[src/rtl/hazard_ctrl_unit_if.sv]
// ID-stage hazard request bundle and the hazard unit's control responses.
// The master modport is the pipeline side; the slave modport is the hazard unit.
interface hazard_ctrl_unit_if #(
   parameter int unsigned REG_AW = 5,
   parameter int unsigned CNT_W  = 32
);
   logic              id_valid;
   logic [REG_AW-1:0] id_rs1;
   logic [REG_AW-1:0] id_rs2;
   logic              id_use_rs1;
   logic              id_use_rs2;
   logic [REG_AW-1:0] id_rd;
   logic              id_regwrite;
   logic              id_memread;
   logic              id_is_branch;
   logic              branch_taken;
   logic              stall;
   logic              flush_ifid;
   logic [2:0]        fwd_a_sel;
   logic [2:0]        fwd_b_sel;
   logic [CNT_W-1:0]  stall_cnt;

   modport master (
      output id_valid, id_rs1, id_rs2, id_use_rs1, id_use_rs2, id_rd,
             id_regwrite, id_memread, id_is_branch, branch_taken,
      input  stall, flush_ifid, fwd_a_sel, fwd_b_sel, stall_cnt
   );

   modport slave (
      input  id_valid, id_rs1, id_rs2, id_use_rs1, id_use_rs2, id_rd,
             id_regwrite, id_memread, id_is_branch, branch_taken,
      output stall, flush_ifid, fwd_a_sel, fwd_b_sel, stall_cnt
   );
endinterface

[src/rtl/hazard_ctrl_unit.sv]
// Hazard control: shadow pipeline of in-flight destinations, forwarding selects,
// load-use stall and IF/ID flush. Define HAZARD_BRANCH_OPERAND_EN to also stall ID branches on operand hazards.
module hazard_ctrl_unit #(
   parameter int unsigned REG_AW     = 5,
   parameter int unsigned FWD_STAGES = 2,
   parameter int unsigned LOAD_AVAIL = 2,
   parameter int unsigned CNT_W      = 32
) (
   input logic              clk,
   input logic              rst,
   hazard_ctrl_unit_if.slave hz
);

   typedef struct packed {
      logic              valid;
      logic [REG_AW-1:0] rd;
      logic              regwrite;
      logic              memread;
      logic [REG_AW-1:0] rs1;
      logic [REG_AW-1:0] rs2;
      logic              use_rs1;
      logic              use_rs2;
   } entry_t;

   entry_t           ent_q [0:FWD_STAGES];
   entry_t           ent_d [0:FWD_STAGES];
   logic [CNT_W-1:0] stall_cnt_q;
   logic [CNT_W-1:0] stall_cnt_d;
   logic             stall;
   logic             load_hit;
   logic             branch_hit;
   logic [2:0]       fwd_a;
   logic [2:0]       fwd_b;

   function automatic logic producer(input entry_t e);
      return e.valid & e.regwrite & (e.rd != '0);
   endfunction

   // Scan oldest to youngest so the youngest matching producer overwrites.
   always_comb begin
      fwd_a = '0;
      fwd_b = '0;
      if (ent_q[0].valid) begin
         for (int unsigned k = FWD_STAGES; k >= 1; k--) begin
            if (producer(ent_q[k]) && ent_q[0].use_rs1 && (ent_q[k].rd == ent_q[0].rs1))
               fwd_a = 3'(k);
            if (producer(ent_q[k]) && ent_q[0].use_rs2 && (ent_q[k].rd == ent_q[0].rs2))
               fwd_b = 3'(k);
         end
      end
   end

   always_comb begin
      load_hit = 1'b0;
      for (int unsigned j = 0; j < FWD_STAGES; j++) begin
         if (((j + 1) < LOAD_AVAIL) && producer(ent_q[j]) && ent_q[j].memread &&
             ((hz.id_use_rs1 && (ent_q[j].rd == hz.id_rs1)) ||
              (hz.id_use_rs2 && (ent_q[j].rd == hz.id_rs2))))
            load_hit = 1'b1;
      end
   end

`ifdef HAZARD_BRANCH_OPERAND_EN
   // ID comparator reads the register file, so any not-yet-written operand must wait.
   always_comb begin
      branch_hit = 1'b0;
      if (hz.id_is_branch && hz.id_valid) begin
         for (int unsigned j = 0; j <= FWD_STAGES; j++) begin
            if (producer(ent_q[j]) && ((j == 0) || (ent_q[j].memread && (j < LOAD_AVAIL))) &&
                ((hz.id_use_rs1 && (ent_q[j].rd == hz.id_rs1)) ||
                 (hz.id_use_rs2 && (ent_q[j].rd == hz.id_rs2))))
               branch_hit = 1'b1;
         end
      end
   end
`else
   assign branch_hit = 1'b0;
`endif

   assign stall = (hz.id_valid & load_hit) | branch_hit;

   always_comb begin
      ent_d[0] = '0;
      if (hz.id_valid && !stall) begin
         ent_d[0].valid    = 1'b1;
         ent_d[0].rd       = hz.id_rd;
         ent_d[0].regwrite = hz.id_regwrite;
         ent_d[0].memread  = hz.id_memread;
         ent_d[0].rs1      = hz.id_rs1;
         ent_d[0].rs2      = hz.id_rs2;
         ent_d[0].use_rs1  = hz.id_use_rs1;
         ent_d[0].use_rs2  = hz.id_use_rs2;
      end
      for (int unsigned k = 1; k <= FWD_STAGES; k++)
         ent_d[k] = ent_q[k-1];
   end

   always_comb begin
      stall_cnt_d = stall_cnt_q;
      if (stall && (stall_cnt_q != '1))
         stall_cnt_d = stall_cnt_q + CNT_W'(1);
   end

   always_ff @(posedge clk) begin
      if (!rst) begin
         for (int unsigned k = 0; k <= FWD_STAGES; k++)
            ent_q[k] <= '0;
         stall_cnt_q <= '0;
      end else begin
         ent_q       <= ent_d;
         stall_cnt_q <= stall_cnt_d;
      end
   end

   assign hz.stall      = stall;
   assign hz.flush_ifid = hz.branch_taken & hz.id_is_branch & hz.id_valid & ~stall;
   assign hz.fwd_a_sel  = fwd_a;
   assign hz.fwd_b_sel  = fwd_b;
   assign hz.stall_cnt  = stall_cnt_q;

endmodule

[src/flat_wrapper.sv]
// flat-port wrapper written by rule: the top's interface ports become plain ports
module hazard_ctrl_unit_flat 
#(
   parameter int unsigned REG_AW     = 5,
   parameter int unsigned FWD_STAGES = 2,
   parameter int unsigned LOAD_AVAIL = 2,
   parameter int unsigned CNT_W      = 32
)
  (clk, rst, hz_id_valid, hz_id_rs1, hz_id_rs2, hz_id_use_rs1, hz_id_use_rs2, hz_id_rd, hz_id_regwrite, hz_id_memread, hz_id_is_branch, hz_branch_taken, hz_stall, hz_flush_ifid, hz_fwd_a_sel, hz_fwd_b_sel, hz_stall_cnt);
  hazard_ctrl_unit_if #(.REG_AW(REG_AW), .CNT_W(CNT_W)) hz_i ();
  input logic clk;
  input logic rst;
  input wire logic [$bits(hz_i.id_valid)-1:0] hz_id_valid;
  input wire logic [$bits(hz_i.id_rs1)-1:0] hz_id_rs1;
  input wire logic [$bits(hz_i.id_rs2)-1:0] hz_id_rs2;
  input wire logic [$bits(hz_i.id_use_rs1)-1:0] hz_id_use_rs1;
  input wire logic [$bits(hz_i.id_use_rs2)-1:0] hz_id_use_rs2;
  input wire logic [$bits(hz_i.id_rd)-1:0] hz_id_rd;
  input wire logic [$bits(hz_i.id_regwrite)-1:0] hz_id_regwrite;
  input wire logic [$bits(hz_i.id_memread)-1:0] hz_id_memread;
  input wire logic [$bits(hz_i.id_is_branch)-1:0] hz_id_is_branch;
  input wire logic [$bits(hz_i.branch_taken)-1:0] hz_branch_taken;
  output wire logic [$bits(hz_i.stall)-1:0] hz_stall;
  output wire logic [$bits(hz_i.flush_ifid)-1:0] hz_flush_ifid;
  output wire logic [$bits(hz_i.fwd_a_sel)-1:0] hz_fwd_a_sel;
  output wire logic [$bits(hz_i.fwd_b_sel)-1:0] hz_fwd_b_sel;
  output wire logic [$bits(hz_i.stall_cnt)-1:0] hz_stall_cnt;
  assign hz_i.id_valid = hz_id_valid;
  assign hz_i.id_rs1 = hz_id_rs1;
  assign hz_i.id_rs2 = hz_id_rs2;
  assign hz_i.id_use_rs1 = hz_id_use_rs1;
  assign hz_i.id_use_rs2 = hz_id_use_rs2;
  assign hz_i.id_rd = hz_id_rd;
  assign hz_i.id_regwrite = hz_id_regwrite;
  assign hz_i.id_memread = hz_id_memread;
  assign hz_i.id_is_branch = hz_id_is_branch;
  assign hz_i.branch_taken = hz_branch_taken;
  assign hz_stall = hz_i.stall;
  assign hz_flush_ifid = hz_i.flush_ifid;
  assign hz_fwd_a_sel = hz_i.fwd_a_sel;
  assign hz_fwd_b_sel = hz_i.fwd_b_sel;
  assign hz_stall_cnt = hz_i.stall_cnt;
  hazard_ctrl_unit #(.REG_AW(REG_AW), .FWD_STAGES(FWD_STAGES), .LOAD_AVAIL(LOAD_AVAIL), .CNT_W(CNT_W)) u_core (.clk(clk), .rst(rst), .hz(hz_i));
endmodule
[config.mk]
export PLATFORM = sky130hd
export DESIGN_NAME = hazard_ctrl_unit_flat
export DESIGN_NICKNAME = d
export VERILOG_FILES = /design/src/rtl/hazard_ctrl_unit_if.sv /design/src/rtl/hazard_ctrl_unit.sv /design/src/flat_wrapper.sv
export SDC_FILE = /design/constraint.sdc
export NUM_CORES = 1
export LEC_CHECK = 0
export ABC_AREA = 1
export CORE_MARGIN = 8
export CORE_UTILIZATION = 47
export CTS_BUF_LIST = sky130_fd_sc_hd__clkbuf_4 sky130_fd_sc_hd__clkbuf_8 sky130_fd_sc_hd__clkbuf_16
export DETAILED_ROUTE_END_ITERATION = 10
export GPL_ROUTABILITY_DRIVEN = 0
export PLACE_DENSITY = 0.76
export REMOVE_ABC_BUFFERS = 1
export SLEW_MARGIN = 20
export SYNTH_ARGS = -nofsm -noshare
export SYNTH_HDL_FRONTEND = slang
export SYNTH_SLANG_ARGS = --single-unit
[constraint.sdc]
create_clock -name clk -period 1.7 [get_ports clk]
set_clock_uncertainty 0.1 [all_clocks]
set_input_delay 0.34 -clock clk [delete_from_list [all_inputs] [get_ports clk]]
set_output_delay 0.34 -clock clk [all_outputs]
set_load 0.1 [all_outputs]
==> metrics.cfg <==
[sta]
layout_setup_ws_ns=-0.600
finalCritPeriodShare=1.35
fmax_mhz=435
finalHoldViolCount=0
period_needed_ns=2.30
tns_ns=-13.57
maxSlewViolCount=0
relSlewSlack=0.505
final-setup-viol-count=58
rsz0062_at_grt=yes
tightest_slew_ns=0.742

[placement]
portBuffers=61
dpl.hpwl_microns=7890
placedInstanceArea_sq_mm=0.00515

[setup_path]
cp-start-kind=flip-flop
crit_slowest_cell=dfxtp_2
r2r_start=u_core.ent_d[38]$_SDFF_PN0_
cp.depth=7
crit_arrival_ns=1.86
critical_path_class=flip-flop to primary output
cpPeakStageDelay_ns=0.35
worst-path-max-fanout=2
crit_chain=xor2_1 > nor4_2 > nand2_1 > buf_4 > nor2_4 > nor2_2 > buf_12
crit_path_end_kind=primary output
critPathRequiredTime_ns=1.26
timing.rr.end=u_core.hz.stall_cnt[7]$_SDFFE_PN0P_
path_delay_family=simple AND/OR/NAND/NOR gates
path_buf_inv=2
r2r_setup_slack_ns=-0.45
ff2ff_path_depth=13

[global_route]
grt_pass1_vias=4364
antenna_found_initial=0
track_usage=0.249
grt_pass1_wl_microns=20200
overflow=0
grt_start_max_net_pins=21

[yosys]
yosysTopAreaCellShare=0.381
synthCells=544
yosys.area.top_type=dfxtp_1
synth_top_family_by_area=simple AND/OR/NAND/NOR gates
synth_xor_area_frac=0.0480
ys_ff_latch=66
synth_area_leaders=dfxtp_1, nand2_1, nor2_1
synth-simple-area-share=0.420
avgSynthCellArea_sq_um=6.37
yosys_warnings=0
synthAdderAreaFrac=0.00361
synth.distinct_cells=35
synth_area_sq_mm=0.00346
synth_compound_area_frac=0.0473
ys_seq_area_frac=0.381
synthMuxAreaShare=0

[hold_path]
min_to=u_core.ent_d[22]$_SDFF_PN0_
hp-class=primary input to flip-flop
min_from=hz_id_rs2[0]
hold_depth=3

[power]
p_leak_nw=2.91
ir_drop_mv=0.696
finalPower_mw=3.47
power_density_mw_per_mm2=545

[final_layout]
diodes=0
n_fill_cell=314
design_area_sq_mm=0.00636
area_delta_synth_final_pct=83.6
fin_nets=730
drive_above_1_share=0.451

[clock_network]
clkLatencyLatePin_ns=0.36
root_buffer=clkbuf_8
clk_pin_slew_ns=0.08
hold_buffers=0
cts_sinks=66
htree_levels=3
cts_tree=yes
clock_path_buffers=2
cts_buffers=9

[floorplanning]
boundaryPins=64
start_util=0.480
coreArea_sq_mm=0.00721
die_h_microns=102
die_area_sq_mm=0.0104
die_x_microns=102
rows=31

[route]
postRouteWirelength_microns=17900
drt-pass1-iter-count=8
num_vias=4839
drt_iter0_drc=636
ant_nets=0
avgViaCountPerCell=5.98
routedWlPerCell_microns=22.2
drc_errors=0

[outcome]
run_status=finished, violations left
violations=setup timing

[job]
cap_violations=0

[cells in the mapped netlist]
| library cell | instances |
|---|---|
| buf_2 | 2 |
| a21oi_1 | 19 |
| nor2_2 | 2 |
| xnor2_1 | 5 |
| nand3b_1 | 4 |
| nor2_4 | 4 |
| nand2_2 | 1 |
| nor3_1 | 10 |
| clkinv_1 | 1 |
| inv_1 | 64 |
| dfxtp_1 | 66 |
| o21bai_1 | 1 |
| o22ai_1 | 2 |
| nand3_2 | 1 |
| conb_1 | 1 |
| ha_1 | 1 |
| buf_6 | 2 |
| nand2_1 | 172 |
| nor3_2 | 1 |
| nand3_4 | 1 |
| inv_2 | 5 |
| o211ai_1 | 2 |
| xor2_1 | 14 |
| nor4_1 | 2 |
| a211oi_1 | 2 |
| nand3_1 | 23 |
| nand4_1 | 7 |
| clkbuf_1 | 6 |
| nand2_4 | 1 |
| o21ai_0 | 2 |
| nand4_2 | 1 |
| or2_0 | 1 |
| a221oi_1 | 1 |
| buf_4 | 3 |
| nor2_1 | 114 |
[final cells by class]
| cell class | instances | area (sq um) | share of cell area |
|---|---|---|---|
| Inverter | 70 | 273 | 0.0429 |
| Multi-Input combinational cell | 396 | 2480 | 0.390 |
| Clock buffer | 11 | 145 | 0.0228 |
| Tap cell | 99 | 124 | 0.0195 |
| Clock inverter | 5 | 77.6 | 0.0122 |
| Sequential cell | 66 | 1360 | 0.214 |
| Timing Repair Buffer | 162 | 1900 | 0.298 |
[cell families after synthesis]
| logic type | Yosys count |
|---|---|
| xor gates and xnor gates | 19 |
| adders and majority gates | 1 |
| DFF | 66 |
| other | 1 |
| AOI/OAI and AO/OA | 29 |
| buffers and inverters | 83 |
| and+or+nand+nor | 345 |
[per-layer routing]
metal | global-route usage | wire length, microns | vias up
met1 | 0.255 | 5860 | 2173
met3 | 0.0695 | 2090 | 192
li1 | - | - | 1991
met4 | 0.166 | 1670 | 0
met5 | 0 | 0 | -
met2 | 0.436 | 8330 | 483
[state kept, by name (all words and copies together), names as in the netlist]
register and cells:
u_core.hz.stall_cnt 32, u_core.ent_d 27, u_core.ent_q 7
[where the power goes]
part	switching [mW]	leakage (nW)	internal [mW]
clock network	0.666	0.113	0.878
registers	0.0347	0.547	1.57
logic	0.195	2.25	0.125
total	0.895	2.91	2.57
[worst max-delay path by stage]
stage / start / end / slack (ns)
2_1_floorplan: u_core.ent_d[34]$_SDFF_PN0_ / hz_flush_ifid / -1.93
3_3_place_gp: hz_id_rs2[0] / hz_flush_ifid / -0.46
3_5_place_dp: hz_id_rs2[4] / hz_flush_ifid / -0.56
4_1_cts: u_core.ent_d[17]$_SDFF_PN0_ / hz_fwd_a_sel[0] / -0.48
5_1_grt: u_core.ent_d[14]$_SDFF_PN0_ / hz_fwd_b_sel[1] / -0.67
6_report: u_core.ent_d[14]$_SDFF_PN0_ / hz_fwd_b_sel[1] / -0.60
[cells in the final DEF (no fill, tap or decap), types with 3 or more instances in the layout]
cell / Yosys / routed
a21oi_1: 19 / 5
a21oi_2: 0 / 14
buf_12: 0 / 43
buf_4: 3 / 78
buf_6: 2 / 15
clkbuf_8: 0 / 10
clkdlybuf4s50_1: 0 / 12
dfxtp_1: 66 / 44
dfxtp_2: 0 / 17
dfxtp_4: 0 / 5
dlygate4sd2_1: 0 / 11
inv_1: 64 / 61
inv_2: 5 / 6
nand2_1: 172 / 134
nand2_2: 1 / 24
nand2_4: 1 / 16
nand3_1: 23 / 11
nand3_2: 1 / 7
nand3_4: 1 / 7
nand3b_1: 4 / 4
nand4_1: 7 / 7
nor2_1: 114 / 70
nor2_2: 2 / 20
nor2_4: 4 / 30
nor3_1: 10 / 4
nor3_2: 1 / 4
nor3_4: 0 / 3
xnor2_1: 5 / 5
xor2_1: 14 / 13
[tightest hold or removal path, delay by kind of cell]
| family | cells | cell delay [ns] |
|---|---|---|
| buffers and inverters | 2 | 0.34 |
| and+or+nand+nor | 1 | 0.04 |
[through the flow]
step,utilization,setup slack [ns],std cells,hold slack [ns]
2_1_floorplan,-,-1.93,532,0.307
6_report,0.882,-0.600,809,0.302
3_5_place_dp,0.714,-0.556,773,0.321
5_1_grt,0.882,-0.673,809,0.305
4_1_cts,0.789,-0.482,795,0.278
3_3_place_gp,0.714,-0.463,773,0.320
[what timing repair did]
action / in CTS / in global routing
pin swaps: 27 / 57
buffers inserted: 6 / 14
gates resized for setup: 97 / 150
gates cloned: 0 / 2
setup endpoints to repair: 47 / 58
endpoints found under the hold margin: 0 / 0
Power figures use the tool's default switching activity.
